--- config.mk ---
export PLATFORM = sky130hd
export DESIGN_NAME = dac_update_sched
export DESIGN_NICKNAME = d
export VERILOG_FILES = /design/src/rtl/dac_sched_pkg.sv /design/src/rtl/dac_update_sched_rr_arbiter.sv /design/src/rtl/dac_update_sched.sv
export SDC_FILE = /design/constraint.sdc
export NUM_CORES = 1
export LEC_CHECK = 0
export CAP_MARGIN = 20
export CORE_ASPECT_RATIO = 0.6
export CORE_MARGIN = 4
export CORE_UTILIZATION = 50
export CTS_CLUSTER_DIAMETER = 200
export DETAILED_ROUTE_END_ITERATION = 10
export PLACE_DENSITY = 0.86
export REMOVE_ABC_BUFFERS = 1
export SLEW_MARGIN = 20
export SYNTH_ARGS = -nofsm -noshare
export SYNTH_HDL_FRONTEND = slang
export SYNTH_SLANG_ARGS = --single-unit
--- constraint.sdc ---
create_clock -name clk -period 4.3 [get_ports clk]
set_clock_uncertainty 0.15 [all_clocks]
set_input_delay 1.075 -clock clk [delete_from_list [all_inputs] [get_ports clk]]
set_output_delay 1.075 -clock clk [all_outputs]
set_load 0.02 [all_outputs]
--- src/rtl/dac_sched_pkg.sv ---
// Shared types and constants for the quad-DAC update scheduler.
// DAC_SCHED_LDAC_EN adds the LDAC latch state.
package dac_sched_pkg;

    localparam int          CH_W              = 3;
    localparam logic [15:0] MIDSCALE_DEF      = 16'h8000;
    localparam int          LDAC_PULSE_CYCLES = 4;

`ifdef DAC_SCHED_LDAC_EN
    typedef enum logic [1:0] {IDLE, GRANT, SEND, LDAC} sched_state_e;
`else
    typedef enum logic [1:0] {IDLE, GRANT, SEND} sched_state_e;
`endif

    // Next channel after ch, wrapping at n channels
    function automatic logic [CH_W-1:0] ch_next(input logic [CH_W-1:0] ch, input int n);
        return (int'(ch) + 1 >= n) ? '0 : ch + 1'b1;
    endfunction

endpackage

--- src/rtl/dac_update_sched_rr_arbiter.sv ---
// Combinational round-robin picker: first set request at or above ptr, wrapping.
// Unaffected by DAC_SCHED_LDAC_EN.
module rr_arbiter
    import dac_sched_pkg::*;
#(
    parameter int NUM_CH = 4
) (
    input  logic [NUM_CH-1:0] req,
    input  logic [CH_W-1:0]   ptr,
    output logic [CH_W-1:0]   gnt,
    output logic              gnt_vld
);

    int idx;

    // Scan from the far end toward ptr so the closest request is written last
    always_comb begin
        gnt     = '0;
        gnt_vld = 1'b0;
        idx     = 0;
        for (int i = NUM_CH - 1; i >= 0; i--) begin
            idx = int'(ptr) + i;
            if (idx >= NUM_CH) idx = idx - NUM_CH;
            if (req[idx]) begin
                gnt     = CH_W'(idx);
                gnt_vld = 1'b1;
            end
        end
    end

endmodule

--- src/rtl/dac_update_sched.sv ---
// Round-robin update scheduler for the shared quad serial DAC, with midscale
// substitution and background refresh. DAC_SCHED_LDAC_EN adds dac_ldac.
module dac_update_sched
    import dac_sched_pkg::*;
#(
    parameter int                NUM_CH      = 4,
    parameter int                DATA_W      = 16,
    parameter logic [15:0]       REFRESH_DIV = 16'd4096,
    parameter logic [DATA_W-1:0] MIDSCALE    = DATA_W'(MIDSCALE_DEF)
) (
    input  logic                     clk,
    input  logic                     reset,
    input  logic [NUM_CH-1:0]        cmd_wen,
    input  logic [NUM_CH*DATA_W-1:0] cmd_data,
    input  logic [NUM_CH-1:0]        amp_disable,
    output logic                     spi_req,
    output logic [CH_W-1:0]          spi_ch,
    output logic [DATA_W-1:0]        spi_data,
    input  logic                     spi_done,
    output logic [NUM_CH-1:0]        pending,
    output logic                     sched_busy,
    output logic [15:0]              upd_count
`ifdef DAC_SCHED_LDAC_EN
    ,
    output logic                     dac_ldac
`endif
);

    sched_state_e state, state_nxt;

    logic [NUM_CH-1:0][DATA_W-1:0] cmd_words;
    logic [CH_W-1:0]   rr_ptr, arb_ch, gnt_ch;
    logic              arb_vld;
    logic [15:0]       ref_cnt;
    logic              ref_tick;
    logic [DATA_W-1:0] sel_word;
    logic              sel_dis;
    logic [NUM_CH-1:0] grant_mask, pend_nxt;

    assign cmd_words  = cmd_data;
    assign sched_busy = (state != IDLE);

    rr_arbiter #(.NUM_CH(NUM_CH)) u_arb (
        .req     (pending),
        .ptr     (rr_ptr),
        .gnt     (arb_ch),
        .gnt_vld (arb_vld)
    );

    // Refresh divider: REFRESH_DIV of zero pins the counter and never ticks
    assign ref_tick = (REFRESH_DIV != 16'd0) && (ref_cnt == REFRESH_DIV - 16'd1);

    always_ff @(posedge clk or negedge reset) begin
        if (!reset)                      ref_cnt <= '0;
        else if (REFRESH_DIV == 16'd0)   ref_cnt <= '0;
        else if (ref_tick)               ref_cnt <= '0;
        else                             ref_cnt <= ref_cnt + 16'd1;
    end

    always_comb begin
        sel_word   = '0;
        sel_dis    = 1'b0;
        grant_mask = '0;
        for (int i = 0; i < NUM_CH; i++) begin
            if (gnt_ch == CH_W'(i)) begin
                sel_word      = cmd_words[i];
                sel_dis       = amp_disable[i];
                grant_mask[i] = 1'b1;
            end
        end
    end

    // A new write in the grant cycle re-arms the channel: set beats clear
    always_comb begin
        pend_nxt = pending;
        if (state == GRANT) pend_nxt = pend_nxt & ~grant_mask;
        pend_nxt = pend_nxt | cmd_wen | {NUM_CH{ref_tick}};
    end

`ifdef DAC_SCHED_LDAC_EN
    logic [2:0] ldac_cnt;

    assign dac_ldac = (state == LDAC);

    always_ff @(posedge clk or negedge reset) begin
        if (!reset)               ldac_cnt <= '0;
        else if (state == LDAC)   ldac_cnt <= ldac_cnt + 3'd1;
        else                      ldac_cnt <= '0;
    end
`endif

    always_ff @(posedge clk or negedge reset) begin
        if (!reset) state <= IDLE;
        else        state <= state_nxt;
    end

    always_comb begin
        state_nxt = state;
        case (state)
            IDLE:  if (arb_vld) state_nxt = GRANT;
            GRANT: state_nxt = SEND;
            SEND: begin
                if (spi_done) begin
`ifdef DAC_SCHED_LDAC_EN
                    state_nxt = (pending == '0) ? LDAC : IDLE;
`else
                    state_nxt = IDLE;
`endif
                end
            end
`ifdef DAC_SCHED_LDAC_EN
            LDAC:  if (ldac_cnt == 3'(LDAC_PULSE_CYCLES - 1)) state_nxt = IDLE;
`endif
            default: state_nxt = IDLE;
        endcase
    end

    always_ff @(posedge clk or negedge reset) begin
        if (!reset) begin
            pending   <= '0;
            rr_ptr    <= '0;
            gnt_ch    <= '0;
            spi_req   <= 1'b0;
            spi_ch    <= '0;
            spi_data  <= MIDSCALE;
            upd_count <= '0;
        end else begin
            pending <= pend_nxt;
            if (state == IDLE && arb_vld) gnt_ch <= arb_ch;
            // Word is sampled here, so the newest command wins
            if (state == GRANT) begin
                spi_ch   <= gnt_ch;
                spi_data <= sel_dis ? MIDSCALE : sel_word;
                rr_ptr   <= ch_next(gnt_ch, NUM_CH);
                spi_req  <= 1'b1;
            end
            if (state == SEND && spi_done) begin
                spi_req   <= 1'b0;
                upd_count <= upd_count + 16'd1;
            end
        end
    end

endmodule
* After elaboration in Yosys (flattened, before gate mapping) *
Cells that the tools add are included.

storage, ports and cells
  bits in registers = 64
  input port bits = 75
  output and inout bits = 41
  word-level logic and storage cells = 93

cells by class
  $add $sub $neg = 11
  magnitude comparators = 9
  equal/unequal tests = 8
  mux-type cells = 45
  bitwise logic cells = 4
  reduce and logical (&&, ||, !) cells = 7

operators by type and width
  kind                     count
  $lt A32 B4 Y1 const B    4
  $mux W32                 4
  $ge A32 B4 Y1 const B    3
  $mux W16                 6
  $sub A32 B4 Y32 const B  3
  $add A16 B1 Y16 const B  2
  $mux W1                  22
  $eq A16 B12 Y1 const B   1
  $mux W3                  5
  $add A3 B1 Y4 const B    2
  $add A3 B2 Y4 const B    2
  $bmux W1 S2              4
  $or A4 B4 Y4             2
  $eq A3 B2 Y1 const B     2
  $pmux W2 S3              1
  $and A4 B4 Y4            1
  $ge A4 B3 Y1 const B     1
  $mux W2                  2
  $mux W4                  1
  $ne A2 B2 Y1 const B     2
  $not A4 Y4               1
  $reduce_bool A2 Y1       2
  $sub A3 B3 Y4 const B    1
  $add A3 B1 Y3 const B    1
  other kinds (8)          9

* Logic depth before layout (Yosys ltp) *
  depth in word-level cells = 12
  depth in mapped cells = 9
  depth with buffers taken out = 7

* Modules after synthesis *
A second synthesis with hierarchy kept.

second synthesis, totals
  cell total of the unflattened synthesis = 389
  area total of the unflattened synthesis = 3723.6 sq um

by module, submodules not included
  module            instances  cells an instance  area an instance (sq um)  seq. area each (sq um)
  dac_update_sched  1          348                3357.0                    1602.8
  rr_arbiter        1          41                 366.6                     0.0

* Worst setup path before layout *
No wires, ideal clock.

  kind = input port to flip-flop
  start = in spi_done
  end = reg upd_count[14]
  setup time = 0.129 ns
  data arrival time = 1.927 ns
  required time = 4.021 ns
  setup slack = 2.094 ns
  cell stages on the path = 5
  cell sequence = and3b_1 > nand4_1 > nor2_1 > nand4_1 > xnor2_1

between the ends
  cells in the longest elaborated chain, start to end = 1

ends and longest elaborated chain
  what                  RTL line                 RTL
  from (decl)           dac_update_sched.sv:19   input logic spi_done,
  $logic_and A1 B1 Y1   dac_update_sched.sv:137  if (state == SEND && spi_done) begin
  to (signal assigned)  dac_update_sched.sv:139  upd_count <= upd_count + 16'd1;
  to (decl)             dac_update_sched.sv:22   output logic [15:0] upd_count

No other way between the ends.
A chain may end at the register's enable or synchronous reset.

* Worst setup path in the final report *
  start = reg gnt_ch[1]
  end = reg spi_data[7]

between the ends
  cells in the longest elaborated chain, start to end = 6

ends and longest elaborated chain
  what                                              RTL line                 RTL
  from (decl)                                       dac_update_sched.sv:32   logic [CH_W-1:0] rr_ptr, arb_ch, gnt_ch;
  from (signal assigned)                            dac_update_sched.sv:129  if (state == IDLE && arb_vld) gnt_ch <= arb_ch;
  $logic_not A3 Y1                                  dac_update_sched.sv:65   if (gnt_ch == CH_W'(i)) begin
  $mux W16 or $mux W1 (tied branches) (4 in a row)  dac_update_sched.sv:65
  $mux W16 (*)                                      dac_update_sched.sv:133  spi_data <= sel_dis ? MIDSCALE : sel_word;
  to (signal assigned)                              dac_update_sched.sv:133
  to (decl)                                         dac_update_sched.sv:18   output logic [DATA_W-1:0] spi_data,

Every way passes the cells marked *; elsewhere a longest branch is shown, timed or not.

==> impl_metrics.xml <==
<?xml version="1.0" encoding="UTF-8"?>
<metrics>
  <group name="pwr">
    <metric name="cellPowerDensity" unit="nW/um^2">615.7</metric>
    <metric name="power" unit="mW">3.113</metric>
    <metric name="reported_leakage_power" unit="nW">2.082</metric>
    <metric name="worst_ir_drop_vdd" unit="uV">489.9</metric>
  </group>
  <group name="grt">
    <metric name="initial_antenna_violation_count" unit="">0</metric>
    <metric name="first_global_vias" unit="">3137</metric>
    <metric name="largest_net_degree_at_the_start_of_global_routing" unit="">36</metric>
    <metric name="first_pass_grt_wire_length" unit="mm">16.35</metric>
    <metric name="grt_usage" unit="%">24.94</metric>
    <metric name="overflow" unit="">0</metric>
  </group>
  <group name="status">
    <metric name="run_status" unit="">finished, final reports clean</metric>
  </group>
  <group name="clocking">
    <metric name="clockBufferDepth" unit="">2</metric>
    <metric name="clock_latency_on_the_worst_skew_pair" unit="ns">0.32</metric>
    <metric name="cts_tree" unit="">yes</metric>
    <metric name="numCtsBuffers" unit="">9</metric>
    <metric name="cts_setup_buffers" unit="">0</metric>
    <metric name="cts_hold_buffers" unit="">0</metric>
    <metric name="htree_levels" unit="">3</metric>
    <metric name="cts_resized" unit="">0</metric>
    <metric name="cts.sink_count" unit="">64</metric>
    <metric name="clk_pin_slew_worst_paths" unit="ns">0.06</metric>
    <metric name="cts_root_buffer" unit="">clkbuf_16</metric>
  </group>
  <group name="die">
    <metric name="io-pin-count" unit="">116</metric>
    <metric name="die-height" unit="um">72.97</metric>
    <metric name="core_box_area" unit="sq um">6763</metric>
    <metric name="start_util" unit="%">52.01</metric>
    <metric name="rows" unit="">23</metric>
    <metric name="dieArea" unit="sq um">8484</metric>
    <metric name="horiz_die_dim" unit="um">116.3</metric>
  </group>
  <group name="yosys">
    <metric name="syn_avg_cell_area" unit="sq um">9.018</metric>
    <metric name="synth_cell_types" unit="">49</metric>
    <metric name="synth_edf_count" unit="">0</metric>
    <metric name="ys_ff_latch" unit="">64</metric>
    <metric name="synth_async_sr_flop_share" unit="%">100.0</metric>
    <metric name="synth_seq_area_share" unit="%">45.57</metric>
    <metric name="synthesis.area" unit="sq um">3517</metric>
    <metric name="syn_inst" unit="">390</metric>
    <metric name="synthesis.yosys.warnings" unit="">0</metric>
    <metric name="postSynth.topFlopCell" unit="">dfrtp_1</metric>
  </group>
  <group name="timing">
    <metric name="finalMaxSlewViolations" unit="">0</metric>
    <metric name="final_min_period_over_clock_period" unit="%">76.35</metric>
    <metric name="maxClockFrequency" unit="MHz">304.6</metric>
    <metric name="setup_violations" unit="">0</metric>
    <metric name="slew-limit-headroom" unit="%">33.82</metric>
    <metric name="timing.final.hold_violations" unit="">0</metric>
    <metric name="tightestPinTransition" unit="ns">0.9861</metric>
    <metric name="layout_min_cycle_time" unit="ns">3.283</metric>
    <metric name="final.setup.tns" unit="ns">0</metric>
    <metric name="rsz0062_at_grt" unit="">no</metric>
  </group>
  <group name="critical_path">
    <metric name="timing_worst_setup_path_type" unit="">flop to flop</metric>
    <metric name="critical_path.cell_chain" unit="">ha_1, ha_1, nor2_2, o21ai_0, o21ai_1, o21ai_0</metric>
    <metric name="critical_path.endpoint_type" unit="">flop</metric>
    <metric name="cp-start-kind" unit="">flop</metric>
    <metric name="critical-path-slowest-cell" unit="">o21ai_1</metric>
    <metric name="critical_path_buf_inv_count" unit="">0</metric>
    <metric name="cp_top_family" unit="">compound AO/OA/AOI/OAI gates</metric>
    <metric name="critPathMaxFanout" unit="">19</metric>
    <metric name="max_stage_delay" unit="ns">0.80</metric>
    <metric name="cp.arrival" unit="ns">3.29</metric>
    <metric name="critical_path_required" unit="ns">4.31</metric>
  </group>
  <group name="routing">
    <metric name="drt-pass1-iter-count" unit="">5</metric>
    <metric name="drcViolationCount" unit="">0</metric>
    <metric name="vias" unit="">3394</metric>
    <metric name="detail_route.wl_per_cell" unit="um">17.32</metric>
    <metric name="route.detailed.vias_per_inst" unit="">5.743</metric>
    <metric name="dr.first_iter.drc_count" unit="">249</metric>
    <metric name="ant_nets" unit="">0</metric>
    <metric name="drt_wl_total" unit="mm">10.23</metric>
  </group>
  <group name="layout">
    <metric name="layoutNonFillerInstCount" unit="">591</metric>
    <metric name="layout_common_cells" unit="">114 x clkdlybuf4s50_1, 63 x nand2_1, 63 x dfrtp_1</metric>
    <metric name="drive_above_1_share" unit="%">5.952</metric>
    <metric name="num_antenna_cells" unit="">0</metric>
    <metric name="area_growth" unit="%">43.76</metric>
    <metric name="layout.area.seq" unit="sq um">1603</metric>
    <metric name="area_used_by_multi_input_combinational_logic" unit="sq um">1797</metric>
    <metric name="num-nets-final" unit="">584</metric>
    <metric name="layout.cells.most_common" unit="">clkdlybuf4s50_1</metric>
    <metric name="n_fill_cell" unit="">482</metric>
    <metric name="postLayoutCoreUtil" unit="%">74.76</metric>
  </group>
  <group name="placed_design">
    <metric name="dpl_wire_length" unit="mm">7.627</metric>
    <metric name="placedCellCount" unit="">575</metric>
    <metric name="port_buffers" unit="">115</metric>
    <metric name="finalWeightedCongestion" unit="">0.8561</metric>
  </group>
  <group name="min_path">
    <metric name="class_of_the_tightest_hold_or_removal_check" unit="">flop to flop</metric>
  </group>
  <group name="run">
    <metric name="max_cap_viol_count" unit="">0</metric>
  </group>
</metrics>
[cell families after synthesis]
kind of cell               count (synthesis)  synth area share (%)
and+or+nand+nor                          156                 21.52
AOI/OAI and AO/OA                         98                 17.25
buffers and inverters                     28                 3.344
DFF                                       64                 45.57
xor gates and xnor gates                  28                 6.973
adders and majority gates                 10                 3.557
muxes                                      6                 1.779
[report_power, final]
part           total, mW  internal [mW]  switching [mW]
logic               1.40          0.581           0.816
clock network      0.831          0.566           0.264
registers          0.886          0.732           0.154
[sequential cells by signal, summed over array words and instances (netlist names), 2 cells and up]
register and cells:
gnt_ch 3, upd_count 16, pending 4, spi_ch 3
state 2, rr_ptr 3, ref_cnt 16, spi_data 16
[final timing paths]
check,end,slack (ns),cells past startpoint,start
worst min register to register,upd_count[15],0.32,1,upd_count[15]
worst max register to register,spi_data[7],1.02,6,gnt_ch[1]
worst min-delay path,upd_count[15],0.32,1,upd_count[15]
max in group asynchronous,spi_req,2.58,2,reset
min in group asynchronous,spi_ch[2],0.67,1,reset
worst max-delay path,spi_data[7],1.02,6,gnt_ch[1]
[layer usage]
layer  global-route usage, %  wire (um)  share of wire (%)
met1                   36.21       4717                 46
met2                   37.52       4563                 45
met3                   6.877        833                8.1
met4                   5.663        119                1.2
met5                       0          0                  0
[cell type report]
cell class,instances,share of cell area (%)
Sequential cell,64,31.70
Timing Repair Buffer,119,23.26
Multi-Input combinational cell,298,35.54
Clock buffer,9,4.454
Tap cell,87,2.153
Inverter,7,0.5197
Clock inverter,7,2.376
[cells in the mapped netlist (3+ instances only)]
library cell   n  area share [%]
ha_1          10             3.6
nor3_1         3            0.43
o21ai_0       42             6.0
a21oi_1       19             2.7
nand2_1       63             6.7
inv_1          5            0.53
nor4_1         4            0.71
xnor2_1       21             5.2
buf_2          7             1.0
dfrtp_1       63              45
a211o_1        3            0.75
mux2i_1        4             1.1
and3_1         5            0.89
nand3_1       14             2.0
nand2b_1      19             3.4
xor2_1         7             1.7
o21ai_1        4            0.57
a32oi_1       15             3.7
nor2_1        24             2.6
clkbuf_1      13             1.4
nor2b_1        4            0.71
nand4_1        8             1.4
[per-stage QoR]
step / hold slack (ns) / instance area, sq um / setup WS (ns)
after global placement: 0.3076 / 4711 / 1.267
final: 0.3218 / 5056 / 1.017
after detailed placement: 0.3191 / 4711 / 1.082
after CTS: 0.3282 / 5056 / 1.099
after global routing: 0.3400 / 5056 / 0.7240
after floorplan: 0.2918 / 3426 / 1.860
No activity file was read; power rests on OpenSTA's default activity.
